`src/rtl/rx_symbol_slicer.sv`:
```
// Symbol slicer: drops the matched-filter start-up transient, decimates by SPS,
// slices each symbol on its sign and packs bits MSB-first into handshaked words.
module rx_symbol_slicer #(
    parameter int DATA_WIDTH = 16,
    parameter int SPS        = 4,
    parameter int SKIP       = 32,
    parameter int PHASE      = 0,
    parameter int WORD_BITS  = 8
) (
    input  logic                         clk,
    input  logic                         reset,
    input  logic                         in_valid,
    input  logic signed [DATA_WIDTH-1:0] sample_in,
    output logic                         sym_strobe,
    output logic signed [DATA_WIDTH-1:0] sym_value,
    output logic [WORD_BITS-1:0]         out_data,
    output logic                         out_valid,
    input  logic                         out_ready,
    output logic                         overflow
);

    localparam int SKIP_W = (SKIP > 1) ? $clog2(SKIP) : 1;
    localparam int PH_W   = (SPS > 1) ? $clog2(SPS) : 1;
    localparam int BIT_W  = (WORD_BITS > 1) ? $clog2(WORD_BITS) : 1;

    localparam logic [SKIP_W-1:0] SKIP_LAST = SKIP_W'((SKIP > 0) ? SKIP - 1 : 0);
    localparam logic [PH_W-1:0]   PH_LAST   = PH_W'(SPS - 1);
    localparam logic [PH_W-1:0]   PH_KEEP   = PH_W'(PHASE);
    localparam logic [BIT_W-1:0]  BIT_LAST  = BIT_W'(WORD_BITS - 1);

    typedef enum logic {ALIGN, SAMPLE} state_t;

    localparam state_t RESET_STATE = (SKIP == 0) ? SAMPLE : ALIGN;

    // Hard decision: non-negative (including zero) maps to 1.
    function automatic logic slice_bit(input logic signed [DATA_WIDTH-1:0] s);
        return ~s[DATA_WIDTH-1];
    endfunction

    state_t                         state_q, state_d;
    logic [SKIP_W-1:0]              skip_cnt_q, skip_cnt_d;
    logic [PH_W-1:0]                phase_cnt_q, phase_cnt_d;
    logic [BIT_W-1:0]               bit_cnt_q, bit_cnt_d;
    logic [WORD_BITS-2:0]           shift_q, shift_d;
    logic                           sym_strobe_q, sym_strobe_d;
    logic signed [DATA_WIDTH-1:0]   sym_value_q, sym_value_d;
    logic [WORD_BITS-1:0]           out_data_q, out_data_d;
    logic                           out_valid_q, out_valid_d;
    logic                           overflow_q, overflow_d;

    logic                           slice;
    logic                           word_done;
    logic [WORD_BITS-1:0]           word;

    always_comb begin
        state_d      = state_q;
        skip_cnt_d   = skip_cnt_q;
        phase_cnt_d  = phase_cnt_q;
        bit_cnt_d    = bit_cnt_q;
        shift_d      = shift_q;
        sym_strobe_d = 1'b0;
        sym_value_d  = sym_value_q;
        out_data_d   = out_data_q;
        out_valid_d  = out_valid_q;
        overflow_d   = overflow_q;
        slice        = 1'b0;
        word_done    = 1'b0;
        word         = {shift_q, slice_bit(sample_in)};

        if (in_valid) begin
            case (state_q)
                ALIGN: begin
                    if (skip_cnt_q == SKIP_LAST) begin
                        state_d     = SAMPLE;
                        phase_cnt_d = '0;
                    end else begin
                        skip_cnt_d = skip_cnt_q + 1'b1;
                    end
                end
                SAMPLE: begin
                    slice       = (phase_cnt_q == PH_KEEP);
                    phase_cnt_d = (phase_cnt_q == PH_LAST) ? '0 : phase_cnt_q + 1'b1;
                end
                default: state_d = RESET_STATE;
            endcase
        end

        if (slice) begin
            sym_strobe_d = 1'b1;
            sym_value_d  = sample_in;
            shift_d      = word[WORD_BITS-2:0];
            if (bit_cnt_q == BIT_LAST) begin
                bit_cnt_d = '0;
                word_done = 1'b1;
            end else begin
                bit_cnt_d = bit_cnt_q + 1'b1;
            end
        end

        // Single-entry holding register: a word completing while one is still
        // pending and not being taken is lost, and flagged.
        if (word_done) begin
            if (out_valid_q && !out_ready) begin
                overflow_d = 1'b1;
            end else begin
                out_data_d  = word;
                out_valid_d = 1'b1;
            end
        end else if (out_valid_q && out_ready) begin
            out_valid_d = 1'b0;
        end
    end

    always_ff @(posedge clk) begin
        if (reset) begin
            state_q      <= RESET_STATE;
            skip_cnt_q   <= '0;
            phase_cnt_q  <= '0;
            bit_cnt_q    <= '0;
            shift_q      <= '0;
            sym_strobe_q <= 1'b0;
            sym_value_q  <= '0;
            out_data_q   <= '0;
            out_valid_q  <= 1'b0;
            overflow_q   <= 1'b0;
        end else begin
            state_q      <= state_d;
            skip_cnt_q   <= skip_cnt_d;
            phase_cnt_q  <= phase_cnt_d;
            bit_cnt_q    <= bit_cnt_d;
            shift_q      <= shift_d;
            sym_strobe_q <= sym_strobe_d;
            sym_value_q  <= sym_value_d;
            out_data_q   <= out_data_d;
            out_valid_q  <= out_valid_d;
            overflow_q   <= overflow_d;
        end
    end

    assign sym_strobe = sym_strobe_q;
    assign sym_value  = sym_value_q;
    assign out_data   = out_data_q;
    assign out_valid  = out_valid_q;
    assign overflow   = overflow_q;

endmodule

```
`config.mk`:
```
export PLATFORM = sky130hd
export DESIGN_NAME = rx_symbol_slicer
export DESIGN_NICKNAME = d
export VERILOG_FILES = /design/src/rtl/rx_symbol_slicer.sv
export SDC_FILE = /design/constraint.sdc
export NUM_CORES = 1
export LEC_CHECK = 0
export CAP_MARGIN = 20
export CORE_MARGIN = 2
export CORE_UTILIZATION = 43
export CTS_CLUSTER_DIAMETER = 80
export DETAILED_ROUTE_END_ITERATION = 10
export GPL_TIMING_DRIVEN = 0
export PLACE_DENSITY = 0.72
export SLEW_MARGIN = 30
export SYNTH_ARGS = -nofsm -noshare
export SYNTH_HDL_FRONTEND = slang
export SYNTH_SLANG_ARGS = --single-unit
export TNS_END_PERCENT = 100
```
`constraint.sdc`:
```
create_clock -name clk -period 4.75 [get_ports clk]
set_clock_uncertainty 0.15 [all_clocks]
set_input_delay 0.475 -clock clk [delete_from_list [all_inputs] [get_ports clk]]
set_output_delay 0.475 -clock clk [all_outputs]
set_load 0.01 [all_outputs]
```
==> impl_metrics.env, run 1 <==
export IMPL_fin_cells=307
export IMPL_worstSetupStartpointType="primary input"
export IMPL_fin_tns_setup_ns=0
export IMPL_grt_antenna_before_repair=0
export IMPL_arrival_ns=1.90
export IMPL_path_class="in -> reg"
export IMPL_outcome="completed"
export IMPL_fillers=356
export IMPL_drive_gt1_share_pct=6.23
export IMPL_max_freq_ghz=0.531
export IMPL_period_needed_ns=1.88
export IMPL_worst_ep_required_time_ns=4.77
export IMPL_drt_wl_total_um=3640
export IMPL_slowest_delay_ns=0.60
export IMPL_vias=1513
export IMPL_grt_max_degree=14
export IMPL_holdCritPathClass="reg -> reg"
export IMPL_clockRootBuffer="clkbuf_8"
export IMPL_cts_max_level=2
export IMPL_ant_nets=0
export IMPL_ctsResizeCount=0
export IMPL_ys_ff_latch=45
export IMPL_slowest_stage="clkdlybuf4s50_1"
export IMPL_coreArea_sq_um=3970
export IMPL_grt_setup_unrepaired="false"
export IMPL_cts_setup_buffers=0
export IMPL_crit_fanout=10
export IMPL_die_width_um=67.9
export IMPL_cts_tree="yes"
export IMPL_final_max_slew_violation_count=0
export IMPL_hold_viol=0
export IMPL_cts_hold_fix_buffers=0
export IMPL_peakVddDrop_v=0.000150
export IMPL_synthCells=204
export IMPL_synth_nets=230
export IMPL_grt_usage_pct=17.3
export IMPL_rows=23
export IMPL_start_util_pct=44.2
export IMPL_power_leakage_nw=0.825
export IMPL_grt_pass1_wl_um=5870
export IMPL_drtIter0Drc=69
export IMPL_critPathCaptureType="flop"
export IMPL_globalplace_congestion=0.795
export IMPL_dieArea_sq_um=4610
export IMPL_area_growth_pct=35.8
export IMPL_max_slew_margin_rel_pct=70.3
export IMPL_n_antenna_cell=0
export IMPL_dp_cells=299
export IMPL_cp_cell_sequence="clkdlybuf4s50_1 -> nand3_2 -> buf_2 -> o31ai_1 -> a21oi_1"
export IMPL_final_area_sq_um=2390
export IMPL_fin_nets=282
export IMPL_cellPowerDensity_nw_per_um2=296
export IMPL_port_buffers=45
export IMPL_finalPower_mw=0.707
export IMPL_multi_input_area_sq_um=759
export IMPL_grt_ovfl_total=0
export IMPL_path_clk_slew_ns=0.08
export IMPL_worst_skew_pair_late_latency_ns=0.30
export IMPL_cts_sinks=45
export IMPL_cts_made_buffers=5
export IMPL_dp_hpwl_um=2480
export IMPL_drcViolationCount=0
export IMPL_tightestPinTransition_ns=0.445
export IMPL_clock_path_buffers=2
export IMPL_drt_vias_per_instance=4.93
export IMPL_dr_pass1_iters=4
export IMPL_ys_warn_count=0
export IMPL_setup_violations=0
export IMPL_avgRoutedWirePerCell_um=11.9
export IMPL_hold_ws_ns=0.307
export IMPL_synth_distinct_cells=29
export IMPL_fp_dieH_um=67.9
export IMPL_synth_seq_area_share_pct=51.3
export IMPL_maxCapViolations=0
export IMPL_syn_area_sq_um=1760
export IMPL_syn_avg_cell_area_sq_um=8.61
export IMPL_min_period_over_period_pct=39.6
export IMPL_first_global_vias=1333
export IMPL_place_area_sq_um=2270
export IMPL_ioPinCount=47
export IMPL_seqCellArea_sq_um=901
[power by group]
group / internal, mW / leakage [nW] / switching, mW / total (mW)
clock: 0.172 / 0.0585 / 0.125 / 0.297
combinational: 0.0177 / 0.404 / 0.0120 / 0.0298
sequential: 0.379 / 0.363 / 0.00157 / 0.380
[cells by family (layout without fill, tap and decap cells)]
kind of cell,after synthesis,count (layout),share of synthesized area (%)
flip-flops,45,45,51.3
XOR/XNOR,2,2,0.997
multiplexers,2,2,1.14
adder cells (fa/ha/maj),6,6,4.27
AND/OR/NAND/NOR,79,79,20.6
AO/OA/AOI/OAI,50,50,16.2
buffers and inverters,20,73,5.48
[sequential cells by signal (all words and copies together) (netlist names)]
register / flops
shift_q: 7
overflow: 1
bit_cnt_q: 3
out_data: 8
skip_cnt_q: 5
sym_value: 16
phase_cnt_q: 2
sym_strobe: 1
state_q: 1
out_valid: 1
[path summary, 6_finish.rpt]
check	start	slack [ns]	cells after the start	endpoint
setup reg to reg	skip_cnt_q[0]	2.87	6	skip_cnt_q[1]
setup / recovery	in_valid	2.87	5	out_data[5]
hold / removal	sym_value[10]	0.31	2	sym_value[10]
hold reg to reg	sym_value[10]	0.31	2	sym_value[10]
[synthesized netlist by cell type (all sizes together)]
library cell | number | area [sq um]
nand3 | 2 | 15.0
nor2 | 11 | 41.3
a21oi | 35 | 175
nor3 | 1 | 5.00
nor3b | 1 | 18.8
or3 | 1 | 6.26
mux2i | 2 | 20.0
a31oi | 2 | 12.5
ha | 6 | 75.1
and3 | 3 | 18.8
nand2 | 50 | 188
a211oi | 2 | 15.0
nor2b | 1 | 6.26
nand4 | 7 | 43.8
xnor2 | 2 | 17.5
a21o | 1 | 7.51
a32oi | 2 | 17.5
and4bb | 1 | 12.5
o21ai | 1 | 5.00
clkbuf | 9 | 33.8
dfxtp | 45 | 901
inv | 4 | 15.0
buf | 7 | 47.5
o31ai | 7 | 52.6
nand2b | 1 | 6.26
[metrics by stage]
step	setup WS, ns	utilization [%]
after CTS	2.87	60.1
after global placement	2.56	57.2
final	2.87	60.1
after detailed placement	2.56	57.2
after global routing	2.69	60.1
after floorplan	3.05	-
[layout make-up]
type	count	area share (%)
plain buffers	16	3.41
clock buffers	7	3.62
clock inverters	1	1.26
inverters	4	0.629
multi-input cells	139	31.8
flip-flops and latches	45	37.8
well taps	50	2.62
repair buffers	45	18.9
[worst max-delay path, delay by kind of cell]
kind / cells / cell delay, ns
buf+inv: 2 / 0.85
simple gates: 1 / 0.23
compound gates: 2 / 0.34
[per-layer routing]
layer  global-route usage (%)  up-vias  wire length (um)
li1                         -      801                 -
met1                     21.1      672              1660
met2                     27.7       35              1710
met3                     6.25        5               220
met4                     6.75        0                49
met5                        0        -                 0
[cells in the final DEF (no fill, tap or decap)]
cell | synthesis | routed
nand2_1 | 50 | 50
dfxtp_1 | 45 | 45
clkdlybuf4s50_1 | 0 | 45
a21oi_1 | 35 | 35
nor2_1 | 11 | 11
clkbuf_1 | 9 | 10
nand4_1 | 7 | 7
o31ai_1 | 7 | 7
ha_1 | 6 | 6
clkbuf_8 | 0 | 6
inv_1 | 4 | 4
and3_1 | 3 | 3
buf_4 | 3 | 3
buf_2 | 2 | 2
mux2i_1 | 2 | 2
a32oi_1 | 2 | 2
a31oi_1 | 2 | 2
a211oi_1 | 2 | 2
xnor2_1 | 2 | 2
nand3_2 | 1 | 1
buf_1 | 1 | 1
nor3b_4 | 1 | 1
o21ai_0 | 1 | 1
buf_6 | 1 | 1
nand2b_1 | 1 | 1
nor2b_1 | 1 | 1
nor3_1 | 1 | 1
a21o_1 | 1 | 1
nand3_1 | 1 | 1
and4bb_2 | 1 | 1
or3_1 | 1 | 1
bufinv_16 | 0 | 1
Power figures use the tool's default switching activity.
==> run 2, diff against run 1 <==
--- a/config.mk
+++ b/config.mk
@@ -11,7 +11,7 @@
 export CTS_CLUSTER_DIAMETER = 80
 export DETAILED_ROUTE_END_ITERATION = 10
 export GPL_TIMING_DRIVEN = 0
-export PLACE_DENSITY = 0.72
+export PLACE_DENSITY = 0.75
 export SLEW_MARGIN = 30
 export SYNTH_ARGS = -nofsm -noshare
 export SYNTH_HDL_FRONTEND = slang
==> constraint.sdc (replaced) <==
create_clock -name clk -period 1.72 [get_ports clk]
set_clock_uncertainty 0.15 [all_clocks]
set_input_delay 0.172 -clock clk [delete_from_list [all_inputs] [get_ports clk]]
set_output_delay 0.172 -clock clk [all_outputs]
set_load 0.01 [all_outputs]
==> impl_metrics.env, run 2 (synthesis results as in run 1) <==
export IMPL_grt_setup_unrepaired="true"
export IMPL_cp_cell_sequence="ha_2 -> and3_4 -> ha_4 -> nor3b_4 -> mux2i_1 -> nor2_1"
export IMPL_cts_max_level=2
export IMPL_slowest_stage="dfxtp_2"
export IMPL_cts_sinks=45
export IMPL_worst_ep_required_time_ns=1.74
export IMPL_hold_viol=0
export IMPL_p_int_mw=1.42
export IMPL_swShare_pct=21.1
export IMPL_dieArea_sq_um=4610
export IMPL_path_class="reg -> reg"
export IMPL_drcViolationCount=0
export IMPL_worst_skew_pair_late_latency_ns=0.29
export IMPL_clockRootBuffer="clkbuf_8"
export IMPL_hold_ws_ns=0.106
export IMPL_peakVddDrop_v=0.000524
export IMPL_drive_gt1_share_pct=11.2
export IMPL_first_global_vias=1368
export IMPL_drt_vias_per_instance=5.06
export IMPL_holdCritPathClass="in -> reg"
export IMPL_p_seq_share_pct=58.5
export IMPL_switching_power_mw=0.379
export IMPL_port_buffers=45
export IMPL_grt_usage_pct=16.7
export IMPL_final_max_slew_violation_count=0
export IMPL_grt_max_degree=14
export IMPL_coreArea_sq_um=3970
export IMPL_final_cell_mix="nand2_1 (50), clkdlybuf4s50_1 (45), dfxtp_1 (42)"
export IMPL_ant_nets=0
export IMPL_globalplace_congestion=0.808
export IMPL_cellPowerDensity_nw_per_um2=739
export IMPL_seqCellArea_sq_um=905
export IMPL_max_slew_margin_rel_pct=69.2
export IMPL_arrival_ns=1.71
export IMPL_avgRoutedWirePerCell_um=11.9
export IMPL_die_width_um=67.9
export IMPL_period_needed_ns=1.69
export IMPL_outcome="completed"
export IMPL_area_growth_pct=38.2
export IMPL_finalPower_mw=1.79
export IMPL_max_freq_ghz=0.590
export IMPL_final_area_sq_um=2430
export IMPL_layout_commonest_cell="nand2_1"
export IMPL_largest_reg_flops=16
export IMPL_min_period_over_period_pct=98.5
export IMPL_worstSetupStartpointType="flop"
export IMPL_dr_pass1_iters=4
export IMPL_power_leakage_nw=0.833
export IMPL_drtIter0Drc=106
export IMPL_vias=1565
export IMPL_cts_made_buffers=5
export IMPL_pwr_share_comb_pct=4.8
export IMPL_grt_ovfl_total=0
export IMPL_multi_input_area_sq_um=791
export IMPL_place_area_sq_um=2270
export IMPL_fp_dieH_um=67.9
export IMPL_cts_tree="yes"
export IMPL_dp_hpwl_um=2650
export IMPL_ioPinCount=47
export IMPL_drt_wl_total_um=3680
export IMPL_grt_pass1_wl_um=5850
export IMPL_setup_violations=0
export IMPL_start_util_pct=44.2
export IMPL_clock_path_buffers=2
export IMPL_grt_antenna_before_repair=0
export IMPL_critPathCaptureType="flop"
export IMPL_slowest_delay_ns=0.33
export IMPL_path_clk_slew_ns=0.08
export IMPL_rows=23
export IMPL_crit_fanout=5
export IMPL_tightestPinTransition_ns=0.463
export IMPL_n_antenna_cell=0
export IMPL_fin_util_pct=61.1
export IMPL_maxCapViolations=0
export IMPL_fillers=375
export IMPL_fin_nets=285
export IMPL_clockPowerShare_pct=36.7
## run 2: worst paths after layout
| check | startpoint | slack [ns] | to | depth (start not counted) |
|---|---|---|---|---|
| worst min-delay path | reset | 0.11 | shift_q[1] | 2 |
| worst min register to register | sym_value[6] | 0.31 | sym_value[6] | 2 |
| worst max-delay path | skip_cnt_q[0] | 0.03 | skip_cnt_q[4] | 6 |
| worst max register to register | skip_cnt_q[0] | 0.03 | skip_cnt_q[4] | 6 |
## run 2: per-stage QoR
stage | std cells | setup slack (ns) | setup TNS (ns)
after floorplan | 204 | 0.0164 | 0
after global placement | 299 | -0.149 | -1.87
after detailed placement | 299 | -0.214 | -2.43
after CTS | 309 | 0.000122 | 0
after global routing | 309 | -0.0559 | -0.0922
final | 309 | 0.0257 | 0
## run 2: final cells by class
type,instances,area share [%]
Timing Repair Buffer,48,19.5
Inverter,4,0.619
Sequential cell,45,37.3
Clock inverter,1,0.309
Clock buffer,6,3.40
Buffer,16,3.76
Tap cell,50,2.58
Multi-Input combinational cell,139,32.6
## run 2: power groups by stage
stage	clock network, mW	registers (mW)	logic [mW]
after floorplan	0	1.07	0.0294
after CTS	0.677	1.05	0.0868
after global placement	0	1.07	0.0810
after global routing	0.715	1.05	0.0948
final	0.658	1.05	0.0867
after detailed placement	0	1.07	0.0815
## run 2: what timing repair did
action | 4_1_cts | 5_1_grt
hold buffers | 0 | 0
pin swaps | 1 | 1
resized for setup | 6 | 13
setup endpoints to repair | 4 | 32
setup buffers | 3 | 0
## run 2: worst max-delay path: cells and delay by family, from the launching register on
family	cells	cell delay, ns
multiplexers	1	0.23
adder cells (fa/ha/maj)	2	0.33
AND/OR/NAND/NOR	3	0.54
flip-flops	1	0.33
## run 2: routing by layer
metal  global-route usage, %  part of all wire, %  vias to the layer above
met3                    4.44                  5.0                        5
met1                    20.4                   46                      718
li1                        -                    -                      807
met2                    28.1                   47                       35
met4                    6.75                  1.2                        0
met5                       0                    0                        -
==> run 3, diff against run 2 <==
--- a/config.mk
+++ b/config.mk
@@ -6,7 +6,6 @@
 export NUM_CORES = 1
 export LEC_CHECK = 0
 export CAP_MARGIN = 20
-export CORE_MARGIN = 2
 export CORE_UTILIZATION = 43
 export CTS_CLUSTER_DIAMETER = 80
 export DETAILED_ROUTE_END_ITERATION = 10
==> constraint.sdc (replaced) <==
create_clock -name clk -period 1.72 [get_ports clk]
set_clock_uncertainty 0.15 [all_clocks]
set_input_delay 0.172 -clock clk [delete_from_list [all_inputs] [get_ports clk]]
set_output_delay 0.172 -clock clk [all_outputs]
set_load 0.05 [all_outputs]
==> impl_metrics.env, run 3 (synthesis results as in run 1) <==
export IMPL_p_int_mw=1.43
export IMPL_grt_antenna_before_repair=0
export IMPL_clockPowerShare_pct=37.5
export IMPL_cp_cell_sequence="ha_4 -> and3_4 -> ha_4 -> nor3b_4 -> mux2i_1 -> nor2_1"
export IMPL_min_period_over_period_pct=98.9
export IMPL_grt_max_degree=15
export IMPL_drtIter0Drc=83
export IMPL_slowest_stage="dfxtp_2"
export IMPL_cts_max_level=2
export IMPL_cts_made_buffers=5
export IMPL_drive_gt1_share_pct=11.2
export IMPL_worst_path_buf_inv=0
export IMPL_vias=1556
export IMPL_dp_slack_ns=-0.175
export IMPL_maxCapViolations=0
export IMPL_crit_cells=6
export IMPL_largest_reg_flops=16
export IMPL_pwr_share_comb_pct=4.9
export IMPL_worst_slack_ns=0.0182
export IMPL_fillers=353
export IMPL_crit_fanout=5
export IMPL_crit_family="simple AND/OR/NAND/NOR gates"
export IMPL_grt_pass1_wl_um=6710
export IMPL_drt_vias_per_instance=5.05
export IMPL_worstSetupStartpointType="flop"
export IMPL_drcViolationCount=0
export IMPL_area_growth_pct=36.2
export IMPL_r2r_cells=6
export IMPL_max_freq_ghz=0.588
export IMPL_n_antenna_cell=0
export IMPL_grt_setup_unrepaired="true"
export IMPL_seqCellArea_sq_um=905
export IMPL_avgRoutedWirePerCell_um=12.4
export IMPL_critPathCaptureType="flop"
export IMPL_finalPower_mw=1.83
export IMPL_first_global_vias=1535
export IMPL_grt_ovfl_total=0
export IMPL_setup_violations=0
export IMPL_peakVddDrop_v=0.000511
export IMPL_dp_hpwl_um=2520
export IMPL_fp_dieH_um=65.9
export IMPL_path_class="reg -> reg"
export IMPL_grt_usage_pct=19.8
export IMPL_period_needed_ns=1.70
export IMPL_arrival_ns=1.72
export IMPL_coreArea_sq_um=3800
export IMPL_dr_pass1_iters=4
export IMPL_rows=22
export IMPL_tightestPinTransition_ns=0.514
export IMPL_start_util_pct=46.2
export IMPL_switching_power_mw=0.401
export IMPL_cp_common_cell="ha_4"
export IMPL_clock_path_buffers=2
export IMPL_cellPowerDensity_nw_per_um2=764
export IMPL_dieArea_sq_um=4340
export IMPL_port_buffers=45
export IMPL_drt_wl_total_um=3830
export IMPL_cts_hold_fix_buffers=0
export IMPL_place_area_sq_um=2270
export IMPL_max_slew_margin_rel_pct=65.9
export IMPL_hold_ws_ns=0.105
export IMPL_hold_path_cell_count=2
export IMPL_path_clk_slew_ns=0.09
export IMPL_globalplace_congestion=0.762
export IMPL_fin_nets=285
export IMPL_die_width_um=65.9
export IMPL_final_area_sq_um=2390
export IMPL_hold_viol=0
export IMPL_cts_tree="yes"
export IMPL_final_max_slew_violation_count=0
export IMPL_multi_input_area_sq_um=790
export IMPL_worst_ep_required_time_ns=1.74
export IMPL_final_cell_mix="nand2_1 (50), dfxtp_1 (42), a21oi_1 (35)"
export IMPL_worst_skew_pair_late_latency_ns=0.30
export IMPL_cts_sinks=45
export IMPL_slowest_delay_ns=0.34
export IMPL_swShare_pct=22.0
export IMPL_power_leakage_nw=0.970
export IMPL_p_seq_share_pct=57.6
export IMPL_outcome="completed"
export IMPL_ant_nets=0
export IMPL_layout_commonest_cell="nand2_1"
export IMPL_holdCritPathClass="in -> reg"
export IMPL_clockRootBuffer="clkbuf_8"
export IMPL_ioPinCount=47
run 3: final cells by class:
class / instances / area share, %
flip-flops and latches: 45 / 37.8
multi-input cells: 139 / 33.0
repair buffers: 48 / 18.4
plain buffers: 16 / 3.66
clock buffers: 6 / 3.45
well taps: 48 / 2.51
inverters: 4 / 0.628
clock inverters: 2 / 0.575
run 3: power groups by stage:
stage | Sequential (mW) | Combinational, mW | Clock, mW
floorplan | 1.07 | 0.0294 | 0
global placement | 1.07 | 0.0809 | 0
detailed placement | 1.07 | 0.0821 | 0
CTS | 1.05 | 0.0890 | 0.699
global route | 1.05 | 0.0986 | 0.751
finish | 1.05 | 0.0891 | 0.685
run 3: through the flow:
| stage | instances | utilization [%] | TNS, ns |
|---|---|---|---|
| 3_3_place_gp | 297 | 59.7 | -1.90 |
| 6_report | 308 | 63.0 | 0 |
| 4_1_cts | 307 | 62.6 | 0 |
| 5_1_grt | 308 | 63.0 | -0.258 |
| 2_1_floorplan | 204 | - | 0 |
| 3_5_place_dp | 297 | 59.7 | -2.12 |
run 3: worst register-to-register path, delay by kind of cell (launching register included):
family                   cells  cell delay [ns]
flip-flops                   1             0.34
adder cells (fa/ha/maj)      2             0.31
AND/OR/NAND/NOR              3             0.54
multiplexers                 1             0.23
run 3: metal layers:
metal  vias to the layer above  GRT usage, %  part of all wire [%]
met4                         0          6.25                  0.99
met5                         -             0                     0
li1                        802             -                     -
met3                         3          5.86                   6.9
met2                        51          33.3                    45
met1                       700          24.1                    47
run 3: path summary, 6_finish.rpt:
path | startpoint | endpoint | slack, ns
max | skip_cnt_q[0] | skip_cnt_q[4] | 0.02
min | reset | shift_q[1] | 0.11
max reg2reg | skip_cnt_q[0] | skip_cnt_q[4] | 0.02
min reg2reg | sym_value[1] | sym_value[1] | 0.31
run 3: repair_timing:
| item | CTS | global route |
|---|---|---|
| setup buffers | 2 | 1 |
| pin swaps | 1 | 3 |
| setup endpoints to repair | 32 | 31 |
| gates resized for setup | 34 | 8 |
